--- config.mk ---
export PLATFORM = sky130hd
export DESIGN_NAME = train_sequencer_flat
export DESIGN_NICKNAME = d
export VERILOG_FILES = /design/src/rtl/train_sequencer_if.sv /design/src/rtl/train_sequencer.sv /design/src/flat_wrapper.sv
export SDC_FILE = /design/constraint.sdc
export NUM_CORES = 1
export LEC_CHECK = 0
export CORE_ASPECT_RATIO = 1.75
export CORE_MARGIN = 2
export CORE_UTILIZATION = 48
export CTS_CLUSTER_SIZE = 10
export DETAILED_ROUTE_END_ITERATION = 10
export GPL_TIMING_DRIVEN = 0
export PLACE_DENSITY = 0.86
export RECOVER_POWER = 100
export SLEW_MARGIN = 20
export SYNTH_ARGS = -nofsm -noshare
export SYNTH_HDL_FRONTEND = slang
export SYNTH_SLANG_ARGS = --single-unit
--- constraint.sdc ---
create_clock -name clk -period 13.4 [get_ports clk]
set_clock_uncertainty 0.2 [all_clocks]
set_input_delay 2.68 -clock clk [delete_from_list [all_inputs] [get_ports clk]]
set_output_delay 2.68 -clock clk [all_outputs]
set_load 0.01 [all_outputs]
--- src/rtl/train_sequencer_if.sv ---
// train_sequencer_if
//   Sample stream between the host/sample buffer and the training controller.
//   One sample is an (x1, x2, target) triple of 32-bit words. A sample moves
//   on a rising clock edge where s_valid and s_ready are both high.
//   Signals:
//     s_valid   source -> sink   sample available
//     s_ready   sink -> source   sink accepts a sample
//     s_x1      source -> sink   sample input 1
//     s_x2      source -> sink   sample input 2
//     s_target  source -> sink   sample target
//   Modports: master = sample source, slave = controller.
interface train_sequencer_if;
    logic        s_valid;
    logic        s_ready;
    logic [31:0] s_x1;
    logic [31:0] s_x2;
    logic [31:0] s_target;

    modport master (output s_valid, s_x1, s_x2, s_target, input s_ready);
    modport slave  (input s_valid, s_x1, s_x2, s_target, output s_ready);
endinterface

--- src/rtl/train_sequencer.sv ---
// train_sequencer
//   Training-loop controller for the 2-3-1 perceptron. It pulls samples from
//   the sample stream, holds them on the network inputs, waits the forward and
//   backward latencies, issues one weight-update pulse per sample and counts
//   samples and epochs until the configured number of epochs is complete.
//   Optional build macro: FETCH_TIMEOUT_EN adds a FETCH wait limit of TIMEOUT
//   cycles that raises timeout_err; without it timeout_err is constant 0.
//   Ports:
//     clk, reset         clock (rising edge), asynchronous active-high reset
//     start, abort       begin training (IDLE only), synchronous cancel
//     num_samples        samples per epoch, latched at start
//     num_epochs         epoch count, latched at start
//     step_in            learning rate, latched at start
//     smp                sample stream (slave side)
//     net_a/b/target     held sample presented to the network
//     net_step           held learning rate
//     net_update         one-cycle weight-update enable
//     busy, done         not-IDLE flag, one-cycle completion pulse
//     aborted            sticky abort flag, timeout_err sticky timeout flag
//     sample_cnt         index of the current sample within the epoch
//     epoch_cnt          index of the current epoch
//
//   state  | meaning
//   IDLE   | waiting for start
//   FETCH  | s_ready high, waiting for a sample
//   FWD    | forward pass settling
//   BWD    | backward pass settling
//   UPDATE | net_update high, weights commit
//   NEXT   | advance sample/epoch counters
//   DONE   | training complete, done pulses next cycle
module train_sequencer #(
    parameter int LAT_FWD = 3,
    parameter int LAT_BWD = 1,
    parameter int CNT_W   = 8,
    parameter int EPOCH_W = 16,
    parameter int TIMEOUT = 255
) (
    input  logic               clk,
    input  logic               reset,
    input  logic               start,
    input  logic               abort,
    input  logic [CNT_W-1:0]   num_samples,
    input  logic [EPOCH_W-1:0] num_epochs,
    input  logic [31:0]        step_in,
    train_sequencer_if.slave   smp,
    output logic [31:0]        net_a,
    output logic [31:0]        net_b,
    output logic [31:0]        net_target,
    output logic [31:0]        net_step,
    output logic               net_update,
    output logic               busy,
    output logic               done,
    output logic               aborted,
    output logic               timeout_err,
    output logic [CNT_W-1:0]   sample_cnt,
    output logic [EPOCH_W-1:0] epoch_cnt
);

    typedef enum logic [2:0] {IDLE, FETCH, FWD, BWD, UPDATE, NEXT, DONE} state_t;

    localparam int LAT_MAX = (LAT_FWD > LAT_BWD) ? LAT_FWD : LAT_BWD;
    localparam int WAIT_W  = (LAT_MAX > 1) ? $clog2(LAT_MAX) : 1;

    state_t             state, next_state;
    logic [WAIT_W-1:0]  wait_cnt;
    logic [CNT_W-1:0]   num_samples_q;
    logic [EPOCH_W-1:0] num_epochs_q;
    logic [EPOCH_W-1:0] epoch_inc;
    logic               start_ok;
    logic               last_sample;
    logic               fetch_tmo;

    assign start_ok    = start && (num_samples != '0) && (num_epochs != '0);
    assign last_sample = (sample_cnt == num_samples_q - CNT_W'(1));
    assign epoch_inc   = epoch_cnt + EPOCH_W'(1);
    assign smp.s_ready = (state == FETCH);

`ifdef FETCH_TIMEOUT_EN
    localparam int TMO_W = $clog2(TIMEOUT + 1);
    logic [TMO_W-1:0] tmo_cnt;

    // Counts FETCH cycles without a sample; zero whenever outside FETCH, so
    // every FETCH entry starts a fresh wait.
    assign fetch_tmo = (state == FETCH) && !smp.s_valid && (tmo_cnt == TMO_W'(TIMEOUT - 1));

    always_ff @(posedge clk or posedge reset) begin
        if (reset) begin
            tmo_cnt     <= '0;
            timeout_err <= 1'b0;
        end else begin
            if (state != FETCH)
                tmo_cnt <= '0;
            else if (!smp.s_valid)
                tmo_cnt <= tmo_cnt + TMO_W'(1);
            if (state == IDLE && start_ok)
                timeout_err <= 1'b0;
            else if (fetch_tmo && !abort)
                timeout_err <= 1'b1;
        end
    end
`else
    assign fetch_tmo   = 1'b0;
    assign timeout_err = 1'b0;
`endif

    always_ff @(posedge clk or posedge reset) begin
        if (reset)
            state <= IDLE;
        else
            state <= next_state;
    end

    always_comb begin
        next_state = state;
        unique case (state)
            IDLE:    if (start_ok) next_state = FETCH;
            FETCH: begin
                if (smp.s_valid)
                    next_state = FWD;
                else if (fetch_tmo)
                    next_state = IDLE;
            end
            FWD:     if (wait_cnt == '0) next_state = BWD;
            BWD:     if (wait_cnt == '0) next_state = UPDATE;
            UPDATE:  next_state = NEXT;
            NEXT:    next_state = (last_sample && epoch_inc == num_epochs_q) ? DONE : FETCH;
            DONE:    next_state = IDLE;
            default: next_state = IDLE;
        endcase
        // abort wins over every other transition
        if (abort && state != IDLE)
            next_state = IDLE;
    end

    always_ff @(posedge clk or posedge reset) begin
        if (reset) begin
            wait_cnt      <= '0;
            num_samples_q <= '0;
            num_epochs_q  <= '0;
            net_a         <= '0;
            net_b         <= '0;
            net_target    <= '0;
            net_step      <= '0;
            net_update    <= 1'b0;
            busy          <= 1'b0;
            done          <= 1'b0;
            aborted       <= 1'b0;
            sample_cnt    <= '0;
            epoch_cnt     <= '0;
        end else begin
            done       <= 1'b0;
            // registered so the pulse spans a whole cycle, including the
            // falling edge on which the datapath commits weights
            net_update <= (next_state == UPDATE);
            busy       <= (next_state != IDLE);
            if (abort && state != IDLE)
                aborted <= 1'b1;
            unique case (state)
                IDLE: begin
                    if (start_ok) begin
                        num_samples_q <= num_samples;
                        num_epochs_q  <= num_epochs;
                        net_step      <= step_in;
                        sample_cnt    <= '0;
                        epoch_cnt     <= '0;
                        aborted       <= 1'b0;
                    end else if (start) begin
                        done <= 1'b1;
                    end
                end
                FETCH: begin
                    if (next_state == FWD) begin
                        net_a      <= smp.s_x1;
                        net_b      <= smp.s_x2;
                        net_target <= smp.s_target;
                        wait_cnt   <= WAIT_W'(LAT_FWD - 1);
                    end
                end
                FWD: begin
                    if (wait_cnt == '0)
                        wait_cnt <= WAIT_W'(LAT_BWD - 1);
                    else
                        wait_cnt <= wait_cnt - WAIT_W'(1);
                end
                BWD: begin
                    if (wait_cnt != '0)
                        wait_cnt <= wait_cnt - WAIT_W'(1);
                end
                NEXT: begin
                    if (next_state != IDLE) begin
                        if (last_sample) begin
                            sample_cnt <= '0;
                            epoch_cnt  <= epoch_inc;
                        end else begin
                            sample_cnt <= sample_cnt + CNT_W'(1);
                        end
                    end
                end
                DONE: begin
                    if (!abort)
                        done <= 1'b1;
                end
                default: ;
            endcase
        end
    end

endmodule

--- src/flat_wrapper.sv ---
// flat-port wrapper written by rule: the top's interface ports become plain ports
module train_sequencer_flat 
#(
    parameter int LAT_FWD = 3,
    parameter int LAT_BWD = 1,
    parameter int CNT_W   = 8,
    parameter int EPOCH_W = 16,
    parameter int TIMEOUT = 255
)
  (clk, reset, start, abort, num_samples, num_epochs, step_in, net_a, net_b, net_target, net_step, net_update, busy, done, aborted, timeout_err, sample_cnt, epoch_cnt, smp_s_valid, smp_s_x1, smp_s_x2, smp_s_target, smp_s_ready);
  train_sequencer_if smp_i ();
  input  logic clk;
  input  logic reset;
  input  logic start;
  input  logic abort;
  input  logic [CNT_W-1:0] num_samples;
  input  logic [EPOCH_W-1:0] num_epochs;
  input  logic [31:0] step_in;
  output logic [31:0] net_a;
  output logic [31:0] net_b;
  output logic [31:0] net_target;
  output logic [31:0] net_step;
  output logic net_update;
  output logic busy;
  output logic done;
  output logic aborted;
  output logic timeout_err;
  output logic [CNT_W-1:0] sample_cnt;
  output logic [EPOCH_W-1:0] epoch_cnt;
  input wire logic [$bits(smp_i.s_valid)-1:0] smp_s_valid;
  input wire logic [$bits(smp_i.s_x1)-1:0] smp_s_x1;
  input wire logic [$bits(smp_i.s_x2)-1:0] smp_s_x2;
  input wire logic [$bits(smp_i.s_target)-1:0] smp_s_target;
  output wire logic [$bits(smp_i.s_ready)-1:0] smp_s_ready;
  assign smp_i.s_valid = smp_s_valid;
  assign smp_i.s_x1 = smp_s_x1;
  assign smp_i.s_x2 = smp_s_x2;
  assign smp_i.s_target = smp_s_target;
  assign smp_s_ready = smp_i.s_ready;
  train_sequencer #(.LAT_FWD(LAT_FWD), .LAT_BWD(LAT_BWD), .CNT_W(CNT_W), .EPOCH_W(EPOCH_W), .TIMEOUT(TIMEOUT)) u_core (.clk(clk), .reset(reset), .start(start), .abort(abort), .num_samples(num_samples), .num_epochs(num_epochs), .step_in(step_in), .smp(smp_i), .net_a(net_a), .net_b(net_b), .net_target(net_target), .net_step(net_step), .net_update(net_update), .busy(busy), .done(done), .aborted(aborted), .timeout_err(timeout_err), .sample_cnt(sample_cnt), .epoch_cnt(epoch_cnt));
endmodule
# Yosys cells after proc, flatten, opt, wreduce, memory -nomap -nowiden
# Cells that the tools add are included.
# Widths: inputs -> output; s select.
dict set report word_totals {
  register_bits 185
  latchBits 0
  ramBits 0
  rom_bits 0
  output_inout_bits 158
  wordCells 77
  n_memories 0
}
dict set report classes {
  add_sub_neg 4
  n_mul 0
  n_div 0
  order_cmp 0
  eq_ne 15
  n_shift 0
  muxes 26
  n_bitwise 0
  reduce_logical 18
}
# cell count
set ops {}
lappend ops {{$mux 16} 3}
lappend ops {{$pmux 16 s2} 1}
lappend ops {{$mux 8} 3}
lappend ops {{$mux 3} 6}
lappend ops {{$pmux 3 s6} 1}
lappend ops {{$add 16x1->16 const B} 1}
lappend ops {{$eq 16x16->1} 1}
lappend ops {{$pmux 8 s2} 1}
lappend ops {{$reduce_bool 16->1} 1}
lappend ops {{$eq 3x3->1 const B} 4}
lappend ops {{$ne 2x1->1 const B} 5}
lappend ops {{$eq 3x2->1 const B} 3}
lappend ops {{$reduce_bool 3->1} 3}
lappend ops {{$add 8x1->8 const B} 1}
lappend ops {{$eq 8x8->1} 1}
lappend ops {{$reduce_bool 8->1} 1}
lappend ops {{$sub 8x1->8 const B} 1}
lappend ops {{$mux 1} 6}
lappend ops {{$mux 2} 3}
lappend ops {{$pmux 2 s3} 1}
lappend ops {{$reduce_and 3->1} 2}
lappend ops {{$logic_and 1x1->1} 4}
lappend ops {{$reduce_and 2->1} 2}
lappend ops {{$reduce_and 4->1} 1}
lappend ops {{6 further kinds} 7}

# Logic depth before layout (Yosys ltp)
# Gate-level depths: netlist of the first run.
dict set report logic_depth {
  ltp_word 9
  depth_mapped 11
  depth_no_buf 9
}

# Worst setup path after synthesis of the first run
# OpenSTA, ideal clock, no wires.
dict set report synth_path {
  kind {input -> register}
  startpoint {input abort}
  endpoint {register u_core.epoch_cnt[13]}
  setup_ns 0.121
  arrival_ns 4.315
  required_time_ns 13.079
  setup_slack_ns 8.764
  path_stages 9
  path_buffers 3
  cell_sequence {clkbuf_1 > nor2b_1 > and2_1 > a41oi_1 > or2_2 > clkbuf_1 > or2_1 > clkbuf_1 > o22a_1}
}
dict set report synth_via {
  elab_chain_cells 5
}
# element line
set synth_lines {}
lappend synth_lines {{start, declared} flat_wrapper.sv:15} ;# input logic abort;
lappend synth_lines {{$logic_and 1x1->1} train_sequencer.sv:131} ;# if (abort && state != IDLE)
lappend synth_lines {{$mux 3} train_sequencer.sv:131}
lappend synth_lines {{$reduce_bool 3->1} train_sequencer.sv:190} ;# if (next_state != IDLE) begin
lappend synth_lines {{$ne 2x1->1 (no source line)} --}
lappend synth_lines {{$reduce_and 4->1 (no source line)} --}
lappend synth_lines {{end signal, assigned} train_sequencer.sv:193} ;# epoch_cnt <= epoch_inc;
lappend synth_lines {{end, declared} train_sequencer.sv:56} ;# output logic [EPOCH_W-1:0] epoch_cnt
# No other way between the ends.
# A chain may end at the register's enable or synchronous reset.

==> out/results.txt, run 1 <==
initial core utilization - 48.9%
run status - finished, violations left
# rows - 63
Synth Area in Compound Gates - 6.13%
DP Cell Count - 1191
TritonRoute pass-1 iters - 4
Max H-tree Level - 4
Synth Cell Area - 8250 um^2
leak pwr - 5.25 nW
Die Height - 177 um
Setup WS pre-CTS - 7.62 ns
final non-filler cell total - 1222
CTS tree - built
# setup viols final - 0
largest net degree at the start of global routing - 71
violated checks - capacitance limit, slew limit
worst min path class - flop to flop
post-synthesis simple-gate area fraction - 9.72%
maxcap violations - 2
nets@finish - 1146
#FFs+latches synth - 185
clk sinks - 185
Syn Nets - 813
Syn Inst Count - 650
Routed WL - 24.4 mm
clock period minus worst slack - 7.63 ns
Synth Flop Type - dfrtp_1
sequential area share after synthesis - 56.1%
Post-Synth Adder-Cell Area - 0.910%
clk root buf - clkbuf_16
setup repair bufs after CTS - 0
syn avg cell area - 12.7 um^2
via count - 6623
critical path arrival - 7.15 ns
P&R area growth vs syn - 48.8%
slack of the critical path - 5.77 ns
fraction of registers with async set/reset - 100%
FMAX - 131 MHz
I/O Buffers - 312
Worst Tran Pin Value - 3.54 ns
Worst VDD drop - 0.145 mV
Vias/cell - 5.42
core area - 16900 um^2
clock buffer depth - 2
CP endpoint kind - asynchronous set/reset pin
mux cell area share after synthesis - 21.1%
final worst path period share - 56.9%
PwrDens - 196 nW/um^2
drt wl/cell - 19.9 um
Worst-path clk slew - 0.06 ns
unrepaired setup endpoints after global routing - no
layout cell share with drive strength beyond 1 - 19.8%
Worst Path Class, Setup - input pin to asynchronous set/reset pin
final RePlAce weighted congestion - 0.927
post-route ant nets - 0
Hold Buf Count CTS - 0
Yosys cell types - 54
Post-synth EDFFs - 0
Final Hold Viols - 0
Rel. slew slack - -136%
main combinational cell family by area after synthesis - multiplexers
vias in the first global route - 6953
initial antenna violation count - 0
worst skew pair latency - 0.43 ns
CTS buffer count - 17
Yosys Warn Count - 0
GR Util All Layers - 27.1%
Setup crit start kind - input pin
GRT overflow - 0
die area - 18300 um^2
post_cts resized - 0
Pwr Total - 2.40 mW
starting DRC count in detailed routing - 216
hpwl dp - 18.8 mm
crit-path max FO - 65
first-pass GRT wire length - 37.2 mm
post-synthesis xor/xnor area fraction - 3.50%
setup tns final - 0 ns
Die X - 103 um
DRC - 0
I/O pin cnt - 315
Slew Limit Fails - 118
Req. time, crit path - 12.93 ns
[cell usage in the layout, fill, tap and decap left out, drive strengths merged, types with 5 or more instances in the layout]
cell type,netlist,final
nor3,10,10
a21oi,11,11
inv,8,7
nor4,13,13
o21ai,28,28
buf,20,8
o31ai,5,5
ha,6,6
and3,6,6
xnor2,29,29
mux2,153,153
nand2,33,33
dlygate4sd3,0,160
nand3,15,15
nor2b,8,8
clkinv,0,5
nor2,21,21
o22a,10,10
dfrtp,185,185
nand4,12,12
clkbuf,21,56
nand2b,7,7
clkdlybuf4s50,0,152
[cells in the mapped netlist (2+ instances only)]
library cell	count	area [um^2]
a22o_1	2	17.5
xor2_1	4	35.0
buf_1	8	30.0
nor4_1	12	75.1
nor2b_1	8	50.1
a21oi_1	11	55.1
a21o_1	3	22.5
inv_1	8	30.0
dfrtp_1	185	4630
nand3_1	13	65.1
nor3_1	10	50.1
clkbuf_1	20	75.1
xnor2_1	29	254
buf_2	11	55.1
a31oi_1	2	12.5
o22ai_1	4	25.0
a22oi_1	2	15.0
nand2b_1	7	43.8
mux2i_1	2	20.0
o22a_1	10	87.6
mux2_2	153	1720
a41oi_1	3	26.3
o21a_1	2	15.0
ha_1	6	75.1
and2_1	2	12.5
nor2_1	21	78.8
nor3b_1	2	15.0
and3_1	6	37.5
nand2_1	33	124
nand4_1	11	68.8
nand3b_1	3	22.5
o31ai_1	5	37.5
o21ai_0	28	140
or3_1	4	25.0
[critical path, cell delays in order]
cell and delay [ns]:
dlygate4sd3_1 0.55, clkinvlp_2 1.29, clkbuf_1 2.56
[report_power, final]
group	internal [mW]	leakage (nW)	switching (mW)
registers	0.794	2.27	0.135
logic	0.553	2.69	0.409
clock network	0.305	0.294	0.205
total	1.65	5.25	0.749
[kinds of logic (layout without fill, tap and decap cells)]
| logic type | after synthesis | in the layout |
|---|---|---|
| AND/OR/NAND/NOR | 143 | 143 |
| flip-flops | 185 | 185 |
| multiplexers | 155 | 155 |
| adder cells (fa/ha/maj) | 6 | 6 |
| buffers and inverters | 49 | 393 |
| other | 1 | 2 |
| XOR/XNOR | 33 | 33 |
| AO/OA/AOI/OAI | 78 | 78 |
[state kept, by name, summed over array words and instances (netlist names)]
register / count
u_core.done: 1
u_core.net_target: 32
u_core.busy: 1
u_core.num_epochs_q: 16
u_core.sample_cnt: 8
u_core.net_a: 32
u_core.net_step: 32
u_core.state: 3
u_core.wait_cnt: 2
u_core.net_update: 1
u_core.epoch_cnt: 16
u_core.num_samples_q: 8
u_core.net_b: 32
u_core.aborted: 1
[through the flow]
| stage | hold slack (ns) | util [%] | instance area [um^2] |
|---|---|---|---|
| 3_3_place_gp | 0.286 | 69.1 | 11700 |
| 2_1_floorplan | 0.300 | - | 8250 |
| 3_5_place_dp | 0.292 | 69.5 | 11700 |
| 4_1_cts | 0.306 | 73.0 | 12300 |
| 5_1_grt | 0.309 | 72.8 | 12300 |
| 6_report | 0.296 | 72.8 | 12300 |
[layer usage]
layer	track usage (%)	wire length (um)	vias to the layer above
met5	0	0	-
met4	12.6	1030	0
met3	6.93	1530	65
met2	48.2	13400	262
met1	29.5	8420	3295
li1	-	-	3001
[cell type report]
type | instances | area (um^2)
Sequential cell | 185 | 4630
Fill cell | 1161 | 4590
Multi-Input combinational cell | 416 | 3420
Timing Repair Buffer | 314 | 3150
Clock buffer | 21 | 470
Tap cell | 227 | 284
Buffer | 41 | 165
Clock inverter | 9 | 123
Inverter | 8 | 31.3
Antenna cell | 1 | 2.50
[worst paths after layout]
kind	startpoint	to	slack, ns	cells past startpoint
worst max-delay path	reset	u_core.net_step[6]	5.77	3
max in group clk	num_epochs[10]	u_core.net_step[9]	7.71	8
worst max register to register	u_core.wait_cnt[0]	u_core.net_a[2]	10.09	9
worst min register to register	u_core.net_a[8]	u_core.net_a[8]	0.30	1
min in group asynchronous	reset	u_core.net_b[19]	3.11	2
worst min-delay path	u_core.net_a[8]	u_core.net_a[8]	0.30	1
No activity file was read; power rests on OpenSTA's default activity.
==> run 2: changes to the inputs <==
CORE_UTILIZATION = 44   (was 48)
PLACE_DENSITY = 0.8   (was 0.86)
clock period = 7.58 ns   (was 13.4 ns; I/O delays follow)
==> run 2 against run 1 <==
Sequential share of layout area shrank 0.077 points. Die area grew 8.8%. The run still ends with capacitance limit, slew limit left. Non-clock buffer count shrank 1. First-iteration DRC count grew 4.6%.
==> out/results.txt, run 2 (synthesis gave the netlist of run 1 again) <==
critical path cell sequence - dlygate4sd3_1 -> clkinvlp_2
Routed WL - 23.7 mm (-2.6%)
unrepaired setup endpoints after global routing - no
Worst path max stage delay - 2.45 ns (-0.11 ns)
nets@finish - 1145 (-0.087%)
Worst Tran Pin Value - 4.40 ns (+0.868 ns)
Critical Path Slowest Stage Cell - clkinvlp_2
final RePlAce weighted congestion - 0.937 (+1.0%)
most common cell after layout, fill and taps aside - dfrtp_1
via count - 6454 (-2.6%)
die area - 19900 um^2 (+8.8%)
DRC - 0 (unchanged)
Final Hold Viols - 0 (unchanged)
first-pass GRT wire length - 36.5 mm (-1.8%)
FMAX - 199 MHz
layout cell share with drive strength beyond 1 - 19.8% (unchanged)
P&R area growth vs syn - 49.1%
Int Pwr - 2.91 mW (+76%)
I/O Buffers - 312 (unchanged)
Most Used Layer, Global Route - met2
fill cell count - 1425 (+23%)
setup repair bufs after CTS - 0 (unchanged)
Rel. slew slack - -195% (-59 points)
GR Util All Layers - 24.3% (-2.8 points)
final non-filler cell total - 1236 (+1.1%)
Slew Limit Fails - 98 (-17%)
Worst Path Class, Setup - input pin to asynchronous set/reset pin
# rows - 66 (+4.8%)
clock period minus worst slack - 5.03 ns
Setup WS pre-CTS - 2.84 ns (-4.77 ns)
CP startpoint - reset
reg2reg end - u_core.state[0]
core area - 18500 um^2 (+9.7%)
post-route ant nets - 0 (unchanged)
vias in the first global route - 6810 (-2.1%)
CP bufs+invs - 2 (-1)
Sw Ratio - 31.5% (+0.26 points)
Gate power share - 39.9% (-0.2 points)
sw power - 1.34 mW (+78%)
hold_ws - 0.299 ns (+0.00384 ns)
Die X - 108 um (+4.3%)
Setup crit start kind - input pin
GRT met2 Usage - 43.7% (-4.4 points)
Vias/cell - 5.22 (-3.7%)
FF-to-FF Start - u_core.epoch_cnt[0]
reg-to-reg slack, setup - 4.26 ns (-5.83 ns)
initial antenna violation count - 2 (+2)
slack of the critical path - 2.55 ns (-3.23 ns)
GRT overflow - 0 (unchanged)
crit-path max FO - 98 (+51%)
drt wl/cell - 19.2 um (-3.7%)
clk sinks - 185 (unchanged)
clock share of power - 21.8% (+0.6 points)
grt met1 use - 25.4% (-4.2 points)
CP endpoint kind - asynchronous set/reset pin
initial core utilization - 44.6% (-4.3 points)
Setup crit end - u_core.num_epochs_q[15]
final worst path period share - 66.4%
met3 Use GR - 6.12% (-0.81 points)
violated checks - capacitance limit, slew limit
clock buffer depth - 2 (unchanged)
Die Height - 185 um (+4.3%)
Max H-tree Level - 4 (unchanged)
CTS buffer count - 17 (unchanged)
commonest non-fill, non-tap cells in the layout - dfrtp_1 (185), dlygate4sd3_1 (160), mux2_2 (152), clkdlybuf4s50_1 (152)
run status - finished, violations left
largest net degree at the start of global routing - 99 (+39%)
CTS tree - built
leak pwr - 5.26 nW (about the same)
R2R cell count - 8 (-1)
Hold Path Origin - u_core.net_step[21]
post_cts resized - 0 (unchanged)
Seq pwr share - 38.4% (-0.3 points)
Worst-path clk slew - 0.06 ns (about the same)
maxcap violations - 1 (-1)
I/O pin cnt - 315 (unchanged)
# setup viols final - 0 (unchanged)
CP top delay family - buffers and inverters
worst min path class - flop to flop
Req. time, crit path - 7.14 ns (-5.79 ns)
hpwl dp - 18.5 mm (-1.3%)
Critical Path Stages - 2 (-1)
Hold Buf Count CTS - 0 (unchanged)
clk root buf - clkbuf_16
Worst VDD drop - 0.254 mV (+76%)
critical path arrival - 4.60 ns (-2.55 ns)
starting DRC count in detailed routing - 226 (+4.6%)
worst skew pair latency - 0.43 ns (about the same)
DP Cell Count - 1201 (+0.84%)
PwrDens - 345 nW/um^2 (+77%)
TritonRoute pass-1 iters - 4 (unchanged)
[run 2: changes by cell type in the layout (fill, tap and decap cells not counted), sizes merged]
cell / change
clkbuf: -4
clkinv: +2
clkinvlp: -1
diode: +3
inv: +3
[run 2: area by class of cell]
type / count / area [um^2] / area share [%]
Antenna cell: 4 / 10.0 / 0.0814
Buffer: 41 / 165 / 1.34
Clock buffer: 18 / 439 / 3.57
Clock inverter: 13 / 170 / 1.38
Inverter: 8 / 31.3 / 0.254
Multi-Input combinational cell: 416 / 3410 / 27.7
Sequential cell: 185 / 4630 / 37.6
Tap cell: 238 / 298 / 2.42
Timing Repair Buffer: 313 / 3150 / 25.6
[run 2: how the worst min path moves through the flow]
stage | slack, ns | depth (start not counted) | endpoint
2_1_floorplan | 0.30 | 1 | u_core.num_epochs_q[10]
3_3_place_gp | 0.29 | 1 | u_core.net_b[15]
3_5_place_dp | 0.29 | 1 | u_core.net_step[15]
4_1_cts | 0.31 | 1 | u_core.net_step[21]
5_1_grt | 0.31 | 1 | u_core.net_step[11]
6_report | 0.30 | 1 | u_core.net_step[21]
[run 2: stage by stage]
step | TNS, ns | instance area, um^2 | total power [mW] | util, %
floorplan | 0 | 8250 | 2.48 | -
global placement | -317.47 | 11700 | 3.44 | 63.1
detailed placement | 0 | 11700 | 3.50 | 63.3
CTS | 0 | 12300 | 4.44 | 66.6
global route | 0 | 12300 | 4.48 | 66.5
finish | 0 | 12300 | 4.25 | 66.5
[run 2: power groups by stage]
stage,clock network (mW),registers (mW),logic [mW]
2_1_floorplan,0,1.79,0.686
3_3_place_gp,0,1.64,1.81
3_5_place_dp,0,1.66,1.83
4_1_cts,0.943,1.65,1.85
5_1_grt,0.979,1.69,1.81
6_report,0.925,1.63,1.69
[run 2: routing by layer]
metal	vias up	part of all wire, %
li1	2995	-
met1	3156	34
met2	241	56
met3	62	5.8
met4	0	4.6
met5	-	0
